**src/rtl/tetris_move_scheduler.sv**
```systemverilog
// Motion-request scheduler for the Tetris game FSM: input conditioning, gravity tick, and
// priority arbitration onto a single valid/ready command channel. Optional: AUTOREPEAT_EN.
module tetris_move_scheduler #(
    parameter int unsigned DEBOUNCE_CYCLES = 500000,
    parameter int unsigned BASE_PERIOD     = 50000000,
    parameter int unsigned FAST_PERIOD     = 5000000,
    parameter int unsigned LEVEL_STEP      = 3000000,
    parameter int unsigned LEVEL_SHIFT     = 2,
    parameter int unsigned REPEAT_DELAY    = 15000000,
    parameter int unsigned REPEAT_RATE     = 5000000
) (
    input  logic       clk,
    input  logic       rst_n,
    input  logic       enable,
    input  logic       left_btn,
    input  logic       right_btn,
    input  logic       rotate_sw,
    input  logic       drop_sw,
    input  logic       line_clear,
    input  logic       new_piece,
    output logic       cmd_valid,
    output logic [2:0] cmd_code,
    input  logic       cmd_ready,
    output logic       quick_fall,
    output logic [3:0] level
);

    localparam int unsigned DbW = (DEBOUNCE_CYCLES > 1) ? $clog2(DEBOUNCE_CYCLES) : 1;
    localparam logic [DbW-1:0] DbLast = DbW'(DEBOUNCE_CYCLES - 1);

    typedef enum logic {StIdle, StOffer} state_e;

    // Input bit order: 0 left, 1 right, 2 rotate, 3 drop
    logic [3:0]     raw;
    logic [3:0]     sync1_q, sync2_q;
    logic [3:0]     deb_q, deb_d, deb_prev_q;
    logic [DbW-1:0] db_cnt_q [4];
    logic [DbW-1:0] db_cnt_d [4];
    logic [3:0]     evt_q, evt_d;
    logic [1:0]     rep_evt;

    // Pending bit order: 0 down, 1 left, 2 right, 3 rotate (code = index + 1)
    logic [3:0]  pend_q, pend_d, req;
    logic        qf_q, qf_d;
    logic [7:0]  lines_q, lines_d, lines_shift;
    logic [3:0]  level_q, level_d;
    logic [31:0] grav_q, grav_d, period, step_total;
    logic        tick;
    state_e      state_q, state_d;
    logic [2:0]  code_q, code_d;
    logic        handshake;

    assign raw = {drop_sw, rotate_sw, right_btn, left_btn};

    always_comb begin
        for (int i = 0; i < 4; i++) begin
            deb_d[i]    = deb_q[i];
            db_cnt_d[i] = '0;
            if (sync2_q[i] != deb_q[i]) begin
                if (db_cnt_q[i] == DbLast) begin
                    deb_d[i] = sync2_q[i];
                end else begin
                    db_cnt_d[i] = db_cnt_q[i] + DbW'(1);
                end
            end
        end
    end

`ifdef AUTOREPEAT_EN
    logic [31:0] rep_cnt_q [2];
    logic [31:0] rep_cnt_d [2];
    logic [1:0]  rep_armed_q, rep_armed_d;

    // Holding both buttons suppresses repeat on either side
    always_comb begin
        rep_evt = '0;
        for (int i = 0; i < 2; i++) begin
            rep_cnt_d[i]   = rep_cnt_q[i] + 32'd1;
            rep_armed_d[i] = rep_armed_q[i];
            if (!(deb_q[i] && !deb_q[1-i])) begin
                rep_cnt_d[i]   = '0;
                rep_armed_d[i] = 1'b0;
            end else if (rep_cnt_q[i] >=
                         (rep_armed_q[i] ? REPEAT_RATE : REPEAT_DELAY) - 32'd1) begin
                rep_evt[i]     = 1'b1;
                rep_cnt_d[i]   = '0;
                rep_armed_d[i] = 1'b1;
            end
        end
    end

    always_ff @(posedge clk or negedge rst_n) begin
        if (!rst_n) begin
            rep_cnt_q[0] <= '0;
            rep_cnt_q[1] <= '0;
            rep_armed_q  <= '0;
        end else begin
            rep_cnt_q[0] <= rep_cnt_d[0];
            rep_cnt_q[1] <= rep_cnt_d[1];
            rep_armed_q  <= rep_armed_d;
        end
    end
`else
    assign rep_evt = '0;
`endif

    always_comb begin
        evt_d[0]   = (deb_prev_q[0] & ~deb_q[0]) | rep_evt[0];
        evt_d[1]   = (deb_prev_q[1] & ~deb_q[1]) | rep_evt[1];
        evt_d[3:2] = deb_prev_q[3:2] ^ deb_q[3:2];
    end

    // Period floors at FAST_PERIOD before the subtraction can underflow
    always_comb begin
        step_total = 32'(level_q) * LEVEL_STEP;
        if (qf_q) begin
            period = FAST_PERIOD;
        end else if ((step_total < BASE_PERIOD) && (BASE_PERIOD - step_total > FAST_PERIOD)) begin
            period = BASE_PERIOD - step_total;
        end else begin
            period = FAST_PERIOD;
        end
        tick   = enable && (grav_q >= period - 32'd1);
        grav_d = (!enable || tick) ? 32'd0 : grav_q + 32'd1;
    end

    always_comb begin
        lines_d = lines_q;
        if (line_clear && (lines_q != 8'hff)) begin
            lines_d = lines_q + 8'd1;
        end
        lines_shift = lines_d >> LEVEL_SHIFT;
        level_d     = (lines_shift > 8'd15) ? 4'd15 : lines_shift[3:0];
    end

    always_comb begin
        qf_d = qf_q;
        if (new_piece) begin
            qf_d = 1'b0;
        end
        if (evt_q[3]) begin
            qf_d = 1'b1;
        end
        if (!enable) begin
            qf_d = 1'b0;
        end
    end

    assign handshake = (state_q == StOffer) && cmd_ready;
    assign req       = {evt_q[2], evt_q[1], evt_q[0], tick};

    // A fresh event in the handshake cycle re-arms the flag being cleared
    always_comb begin
        pend_d = pend_q;
        for (int i = 0; i < 4; i++) begin
            if (handshake && (code_q == 3'(i + 1))) begin
                pend_d[i] = 1'b0;
            end
        end
        pend_d = pend_d | req;
        if (!enable) begin
            pend_d = '0;
        end
    end

    always_comb begin
        state_d = state_q;
        code_d  = code_q;
        unique case (state_q)
            StIdle: begin
                if (enable && (|pend_q)) begin
                    state_d = StOffer;
                    if (pend_q[0]) begin
                        code_d = 3'd1;
                    end else if (pend_q[1]) begin
                        code_d = 3'd2;
                    end else if (pend_q[2]) begin
                        code_d = 3'd3;
                    end else begin
                        code_d = 3'd4;
                    end
                end
            end
            StOffer: begin
                if (cmd_ready) begin
                    state_d = StIdle;
                    code_d  = 3'd0;
                end
            end
        endcase
        if (!enable) begin
            state_d = StIdle;
            code_d  = 3'd0;
        end
    end

    always_ff @(posedge clk or negedge rst_n) begin
        if (!rst_n) begin
            sync1_q    <= '0;
            sync2_q    <= '0;
            deb_q      <= '0;
            deb_prev_q <= '0;
            for (int i = 0; i < 4; i++) begin
                db_cnt_q[i] <= '0;
            end
            evt_q      <= '0;
            pend_q     <= '0;
            qf_q       <= 1'b0;
            lines_q    <= '0;
            level_q    <= '0;
            grav_q     <= '0;
            state_q    <= StIdle;
            code_q     <= '0;
        end else begin
            sync1_q    <= raw;
            sync2_q    <= sync1_q;
            deb_q      <= deb_d;
            deb_prev_q <= deb_q;
            for (int i = 0; i < 4; i++) begin
                db_cnt_q[i] <= db_cnt_d[i];
            end
            evt_q      <= evt_d;
            pend_q     <= pend_d;
            qf_q       <= qf_d;
            lines_q    <= lines_d;
            level_q    <= level_d;
            grav_q     <= grav_d;
            state_q    <= state_d;
            code_q     <= code_d;
        end
    end

    assign cmd_valid  = (state_q == StOffer);
    assign cmd_code   = code_q;
    assign quick_fall = qf_q;
    assign level      = level_q;

endmodule

```
**config.mk**
```make
export PLATFORM = sky130hd
export DESIGN_NAME = tetris_move_scheduler
export DESIGN_NICKNAME = d
export VERILOG_FILES = /design/src/rtl/tetris_move_scheduler.sv
export SDC_FILE = /design/constraint.sdc
export NUM_CORES = 1
export LEC_CHECK = 0
export BUFFER_PORTS_ARGS = -buffer_cell sky130_fd_sc_hd__buf_2
export CORE_MARGIN = 1.5
export CORE_UTILIZATION = 32
export CTS_BUF_LIST = sky130_fd_sc_hd__clkbuf_8 sky130_fd_sc_hd__clkbuf_16
export DETAILED_ROUTE_END_ITERATION = 10
export REMOVE_ABC_BUFFERS = 1
export SYNTH_ARGS = -nofsm -noshare
export SYNTH_HDL_FRONTEND = slang
export SYNTH_SLANG_ARGS = --single-unit
```
**constraint.sdc**
```tcl
create_clock -name clk -period 12.15 [get_ports clk]
set_input_delay 1.215 -clock clk [delete_from_list [all_inputs] [get_ports clk]]
set_output_delay 1.215 -clock clk [all_outputs]
set_load 0.1 [all_outputs]
```
# Word level (Yosys, flattened, before mapping)
# Index checks and enable logic that the tools add are counted.
# Widths: inputs -> output; s select.
# classes
add_sub_neg	8
n_mux	32
n_eq_ne	16
bitwise	7
magnitude_cmp	4
n_reduce_logical	17
mul	1
# ops
operator	n
$mux 19	8
$mux 32	3
$add 19x1->19 const B	4
$eq 19x19->1 const B	4
$add 32x1->32 const B	1
$ge 32x32->1	1
$gt 32x23->1 const B	1
$sub 32x1->32 const B	1
$sub 26x26->27 const A	1
$lt 26x26->1 const B	1
$mul 4x16->20 const B	1
$mux 3	6
$mux 1	10
$reduce_and 2->1	5
$logic_and 1x1->1	9
$add 8x1->8 const B	1
$mux 4	2
$mux 8	1
$ne 8x8->1 const B	1
$eq 3x2->1 const B	2
$gt 6x4->1 const B	1
$ne 3x3->1 const B	2
$pmux 3 s2	1
$ne 1x1->1	4
11 further kinds	14
# word_totals
register_bits	149
in_bits	10
out_inout_bits	9

# Longest topological paths before layout
# Gate-level depths: netlist (run 1).
# depth
ltp_word	11
mapped_depth	42
ltp_nobuf	37

# Worst setup path after synthesis (run 1)
# No wires, ideal clock.
# synth_path
path_kind	flip-flop to flip-flop
start	register level_q[2], in the netlist level[2]
end	register grav_q[10]
n_path_buf	4
path_slack_ns	3.523
setup_ns	0.072
path_stages_with_launch	42
arrival_time_ns	8.554
path_cell_list	dfrtp_1 > inv_1 > ha_1 > xnor2_1 > ha_1 > or2_2 > ha_1 > buf_6 > xor2_2 > or4_1 > nor2_2 > nor2_1 > nor4_1 > nand2b_1 > a221oi_4 > nand4_1 > a31oi_1 > a21boi_2 > [6 not listed] > or3b_4 > nor3_2 > xnor2_1 > nand2_1 > ha_1 > a21o_1 > a21o_1 > a21o_1 > a21o_1 > a21o_1 > a21o_1 > a21oi_1 > o21a_1 > a31oi_1 > or2_2 > clkbuf_1 > clkbuf_1 > nor2_1
# synth_via
elab_chain_cells	11
# synth_lines
item	line_no	source
from (decl)	46	logic [3:0] level_q, level_d;
from (signal assigned)	226	level_q <= level_d;
$mul 4x16->20 *	115	step_total = 32'(level_q) * LEVEL_STEP;
$sub 26x26->27	118, 119	
$gt 32x23->1	118	end else if ((step_total < BASE_PERIOD) && (BASE_PERIOD - step_total > FAST_PERIOD)) begin
$logic_and 1x1->1	118	
$mux 32 *	118	
$mux 32 *	116	if (qf_q) begin
$sub 32x1->32 *	123	tick = enable && (grav_q >= period - 32'd1);
$ge 32x32->1 *	123	
$logic_and 1x1->1 *	123	
$logic_or 1x1->1 *	124	grav_d = (!enable || tick) ? 32'd0 : grav_q + 32'd1;
$mux 32 *	124	
named net grav_d[10]	47	logic [31:0] grav_q, grav_d, period, step_total;
to (signal assigned)	227	grav_q <= grav_d;
to (decl)	47	
# Mark *: on every way through the listed nets, which the timed path passes. The rest lies on a longest branch.
# A chain may end at the register's enable or synchronous reset.

# Final worst setup path (run 1)
# layout_path
start	register level_q[2], in the netlist level[2]
end	register grav_q[6]
# Same word-level chain as after synthesis.

==> results.json, run 1 <==
{
  "antenna_cells": 0,
  "fp.dieArea_mm2": 0.0311,
  "dp_cells": 1428,
  "dr.pass1.iters": 5,
  "area_growth_pct": 11.9,
  "hold_viol": 0,
  "yosysTopAreaCell": "dfrtp_1",
  "timing.rr.start": "level[2]",
  "path_depth": 37,
  "yosysMostFrequentCell": "nor2_1",
  "drc": 0,
  "cts-resized-gates": 0,
  "hpwl_um": 14100,
  "syn_inst": 1042,
  "insertion_delay_ps": 420,
  "fmax_ghz": 0.109,
  "finalMaxSlewViolations": 0,
  "dp_slack_ps": 3070,
  "die_w_um": 176,
  "grt_pass1_wl_um": 34000,
  "drv_cap": 0,
  "cts.sinks": 149,
  "setup_viol": 0,
  "dr.first_iter.drc_count": 375,
  "clockBufferDepth": 2,
  "ys.flop_type": "dfrtp_1",
  "synthArstFlopShare_pct": 100,
  "period_minus_slack_ps": 9150,
  "pin_count": 19,
  "worst_r2r_endpoint": "grav_q[6]",
  "regToRegSetupSlack_ps": 3000,
  "path_clk_slew_ps": 60,
  "syn_area_per_cell_um2": 9.24,
  "track_usage_pct": 13.2,
  "critPathLaunchType": "flip-flop",
  "initial_utilization_pct": 32.5,
  "worstHoldStart": "sync1_q[3]",
  "routabilityCongestion": 0.854,
  "cp-end-kind": "flip-flop",
  "portBuffers": 18,
  "cts_root_buffer": "clkbuf_16",
  "path_class": "reg2reg",
  "die_y_um": 176,
  "drive_above_1_share_pct": 9.44,
  "crit_required_ps": 12480,
  "cts_inserted_buffers": 17,
  "synth_top_area_share_pct": 38.7,
  "post_drt_wl_per_cell_um": 13.3,
  "cts_tree": "built",
  "holdPathStages": 0,
  "cts_setup_buffers": 0,
  "fin_ws_ps": 3000,
  "synth_common_cells": "157 x nor2_1, 149 x dfrtp_1, 80 x xor2_1, 74 x nand2_1, 67 x nand3_1",
  "maxSlewHeadroom_pct": 43.1,
  "ys_warn_count": 0,
  "cpPeakStageDelay_ps": 590,
  "crit_family": "compound AO/OA/AOI/OAI gates",
  "cp_slowest_cell": "a21boi_2",
  "final.setup_skew_ps": 14.2,
  "ant_nets": 0,
  "stdcell_count": 1460,
  "routed_wl_um": 19500,
  "rows": 63,
  "rsz0062_at_grt": "false",
  "setup_tns_ps": 0,
  "first_global_vias": 7047,
  "grt_max_degree": 96,
  "min_period_over_period_pct": 75.3,
  "viasPerCell": 4.97,
  "worstHoldEndpoint": "sync2_q[3]",
  "overflow": 0,
  "nets": 1132,
  "vias": 7258,
  "htree_levels": 4,
  "yosysSeqAreaShare_pct": 38.7,
  "critPathArrivalTime_ps": 9480,
  "synth_cell_types": 82,
  "synth-seq-cells": 149,
  "coreArea_mm2": 0.0296,
  "r2r_cells": 37,
  "synth_area_mm2": 0.00963,
  "synth_edf_count": 0,
  "path_max_fanout": 32,
  "status": "finished clean",
  "antenna_found_initial": 0,
  "hold_buffers": 0,
  "hp-class": "reg2reg",
  "synth_area_leaders": "dfrtp_1 39%, ha_1 8.1%, xor2_1 7.3%",
  "worst-path-buf-inv": 1,
  "cpMostUsedCell": "a21o_1",
  "tightest_slew_ps": 853
}
[worst register-to-register path, delay by kind of cell, from the launching register on]
family | cells | cell delay [ps]
buf+inv | 1 | 80
compound gates | 16 | 3320
xor+xnor | 3 | 780
fa+ha+maj | 5 | 1550
flops | 1 | 500
simple gates | 12 | 2830
[per-stage QoR]
step | hold WS, ps | util (%) | instance area, um^2
finish | 347 | 36.3 | 10800
floorplan | 331 | - | 9510
detailed placement | 335 | 34.1 | 10100
CTS | 349 | 36.3 | 10800
global route | 352 | 36.3 | 10800
global placement | 332 | 34.1 | 10100
[registers in the layout, summed over array words and instances, names as in the netlist]
signal	flops
db_cnt_q	76
grav_q	32
lines_q	8
deb_prev_q	4
deb_q	4
evt_q	4
level	4
pend_q	4
sync1_q	4
sync2_q	4
cmd_code	3
cmd_valid	1
quick_fall	1
[area by class of cell]
cell class / count / area, um^2
Fill cell: 3039 / 18900
Multi-Input combinational cell: 833 / 5640
Sequential cell: 149 / 3730
Tap cell: 390 / 488
Clock buffer: 19 / 453
Clock inverter: 13 / 218
Inverter: 37 / 139
Timing Repair Buffer: 19 / 104
[per-layer routing]
metal  vias to the layer above  wire [um]  GRT usage (%)
li1                       3649          -              -
met4                         0        317           3.99
met3                        22        507           1.66
met1                      3499       9850           18.4
met5                         -          0              0
met2                        88       8780           21.2
[logic make-up (layout without fill, tap and decap cells)]
| family | after synthesis | after routing | synth area share [%] |
|---|---|---|---|
| and+or+nand+nor | 468 | 468 | 24.9 |
| muxes | 6 | 6 | 0.702 |
| xor gates and xnor gates | 149 | 149 | 13.8 |
| buffers and inverters | 65 | 88 | 2.87 |
| adders and majority gates | 65 | 65 | 8.68 |
| other | 1 | 6 | 0.0389 |
| AOI/OAI and AO/OA | 139 | 139 | 10.3 |
| DFF | 149 | 149 | 38.7 |
[placed cells by master (no fill, tap or decap), types with 13 or more instances in the layout]
| cell | count |
|---|---|
| dfrtp_1 | 149 |
| nand2_1 | 74 |
| nor2_1 | 157 |
| a21o_1 | 19 |
| o21ai_0 | 23 |
| nor3_1 | 16 |
| or3_1 | 20 |
| nand4_1 | 17 |
| xor2_1 | 80 |
| buf_2 | 17 |
| nand3_1 | 67 |
| inv_1 | 36 |
| clkbuf_16 | 17 |
| xnor2_1 | 66 |
| nor2b_1 | 13 |
| a21oi_1 | 36 |
| ha_1 | 62 |
| and3_1 | 27 |
[worst max-delay path by stage]
stage	from	slack, ps	end
final	level[2]	3000	grav_q[6]
after global routing	level[2]	2350	grav_q[0]
after CTS	level[2]	3030	grav_q[6]
after detailed placement	level[2]	3070	grav_q[1]
after global placement	level[2]	3290	grav_q[18]
after floorplan	level[2]	3390	grav_q[10]
Power of run 1 is not shown: default switching activity piles up to over one toggle a cycle in this logic, so the estimate is an artifact.
==> inputs of run 2 (changes only) <==
Clock period 12.15 ns to 8.2 ns, I/O delays scaled along.
==> results.json, run 2 (synthesis gave the netlist of run 1 again) <==
{
  "status": "finished clean",
  "drive_above_1_share_pct": 15.1,
  "insertion_delay_ps": 420,
  "viasPerCell": 4.94,
  "grt_pass1_wl_um": 34200,
  "path_clk_slew_ps": 70,
  "area_growth_pct": 16.1,
  "routed-wl-met2_um": 9530,
  "largest-register": "db_cnt_q",
  "critPathLaunchType": "flip-flop",
  "portBuffers": 18,
  "cts_tree": "built",
  "hpwl_um": 14400,
  "ant_nets": 0,
  "routabilityCongestion": 0.865,
  "fillCellCount": 3003,
  "track_usage_pct": 13.2,
  "die_y_um": 176,
  "setup_viol": 0,
  "largest_reg_flops": 76,
  "cts_inserted_buffers": 17,
  "fmax_ghz": 0.128,
  "die_w_um": 176,
  "drv_cap": 0,
  "period_minus_slack_ps": 7790,
  "antenna_found_initial": 0,
  "clockBufferDepth": 2,
  "nets": 1168,
  "hold_viol": 0,
  "grt_max_degree": 79,
  "dr.first_iter.drc_count": 291,
  "drc": 0,
  "maxSlewHeadroom_pct": 40.3,
  "tightest_slew_ps": 896,
  "finalMaxSlewViolations": 0,
  "min_period_over_period_pct": 95.0,
  "hold_buffers": 0,
  "hp-class": "reg2reg",
  "dr.pass1.iters": 5,
  "htree_levels": 4,
  "pin_count": 19,
  "m1WireLength_um": 10100,
  "overflow": 0,
  "critPathArrivalTime_ps": 8130,
  "multi_input_area_mm2": 0.00588,
  "regArea_mm2": 0.00373,
  "coreArea_mm2": 0.0296,
  "fp.dieArea_mm2": 0.0311,
  "reg_top3": "db_cnt_q (76), grav_q (32), lines_q (8)",
  "cpMostUsedCell": "a21o_1",
  "routed_wl_um": 20300,
  "cp-end-kind": "flip-flop",
  "top_layer": "met4",
  "cts.sinks": 149,
  "finalHoldWorstSlack_ps": 351,
  "cp_slowest_cell": "dfrtp_2",
  "crit_required_ps": 8540,
  "final.setup_skew_ps": 11.2,
  "final_cell_mix": "149 x nor2_1, 148 x dfrtp_1, 80 x xor2_1",
  "path_max_fanout": 8,
  "initial_utilization_pct": 32.5,
  "post_drt_wl_per_cell_um": 13.6,
  "first_global_vias": 7170,
  "rows": 63,
  "postLayoutCellArea_mm2": 0.0112,
  "mostFrequentLayoutCell": "nor2_1",
  "place_area_mm2": 0.0103,
  "antenna_cells": 0,
  "path_class": "reg2reg",
  "cts_root_buffer": "clkbuf_16",
  "cpPeakStageDelay_ps": 440,
  "wl_met3_um": 351,
  "vias": 7390
}
-- run 2: routing by layer --
| layer | global-route usage (%) | vias to the layer above |
|---|---|---|
| met5 | 0 | - |
| met3 | 2.00 | 19 |
| li1 | - | 3725 |
| met2 | 21.7 | 69 |
| met1 | 18.2 | 3577 |
| met4 | 3.39 | 0 |
-- run 2: layout make-up --
| type | count | area share, % |
|---|---|---|
| repair buffers | 53 | 3.21 |
| flip-flops and latches | 149 | 33.4 |
| multi-input cells | 835 | 52.5 |
| well taps | 390 | 4.36 |
| clock inverters | 15 | 1.48 |
| clock buffers | 17 | 3.80 |
| inverters | 37 | 1.24 |
-- run 2: worst paths after layout --
kind | start | to | slack (ps) | depth (start not counted)
max | level[2] | grav_q[7] | 410 | 37
min | sync1_q[0] | sync2_q[0] | 350 | 0
max reg2reg | level[2] | grav_q[7] | 410 | 37
min reg2reg | sync1_q[0] | sync2_q[0] | 350 | 0
max in group asynchronous | rst_n | level[2] | 6360 | 2
min in group asynchronous | rst_n | db_cnt_q[68] | 430 | 1
-- run 2: critical path: cells and delay by family (launching register included) --
family	cells	cell delay (ps)
AOI/OAI and AO/OA	16	3000
DFF	1	440
xor gates and xnor gates	3	470
and+or+nand+nor	12	2670
buffers and inverters	1	100
adders and majority gates	5	1050
-- run 2: through the flow --
| step | util [%] | instances | setup TNS (ps) | worst slack, ps |
|---|---|---|---|---|
| 4_1_cts | 36.7 | 1484 | 0 | 1.89 |
| 3_3_place_gp | 34.7 | 1452 | -1120 | -40.3 |
| 3_5_place_dp | 34.7 | 1452 | -8610 | -293 |
| 2_1_floorplan | - | 1019 | -18040 | -560 |
| 5_1_grt | 37.7 | 1496 | -441 | -40.2 |
| 6_report | 37.7 | 1496 | 0 | 409 |
-- run 2: what timing repair did --
action | in CTS | in global routing
gates resized for setup | 4 | 42
setup endpoints to repair | 32 | 33
buffers inserted | 0 | 10
cloned | 0 | 2
pin swaps | 0 | 15
Power of run 2 is left out for the same reason.
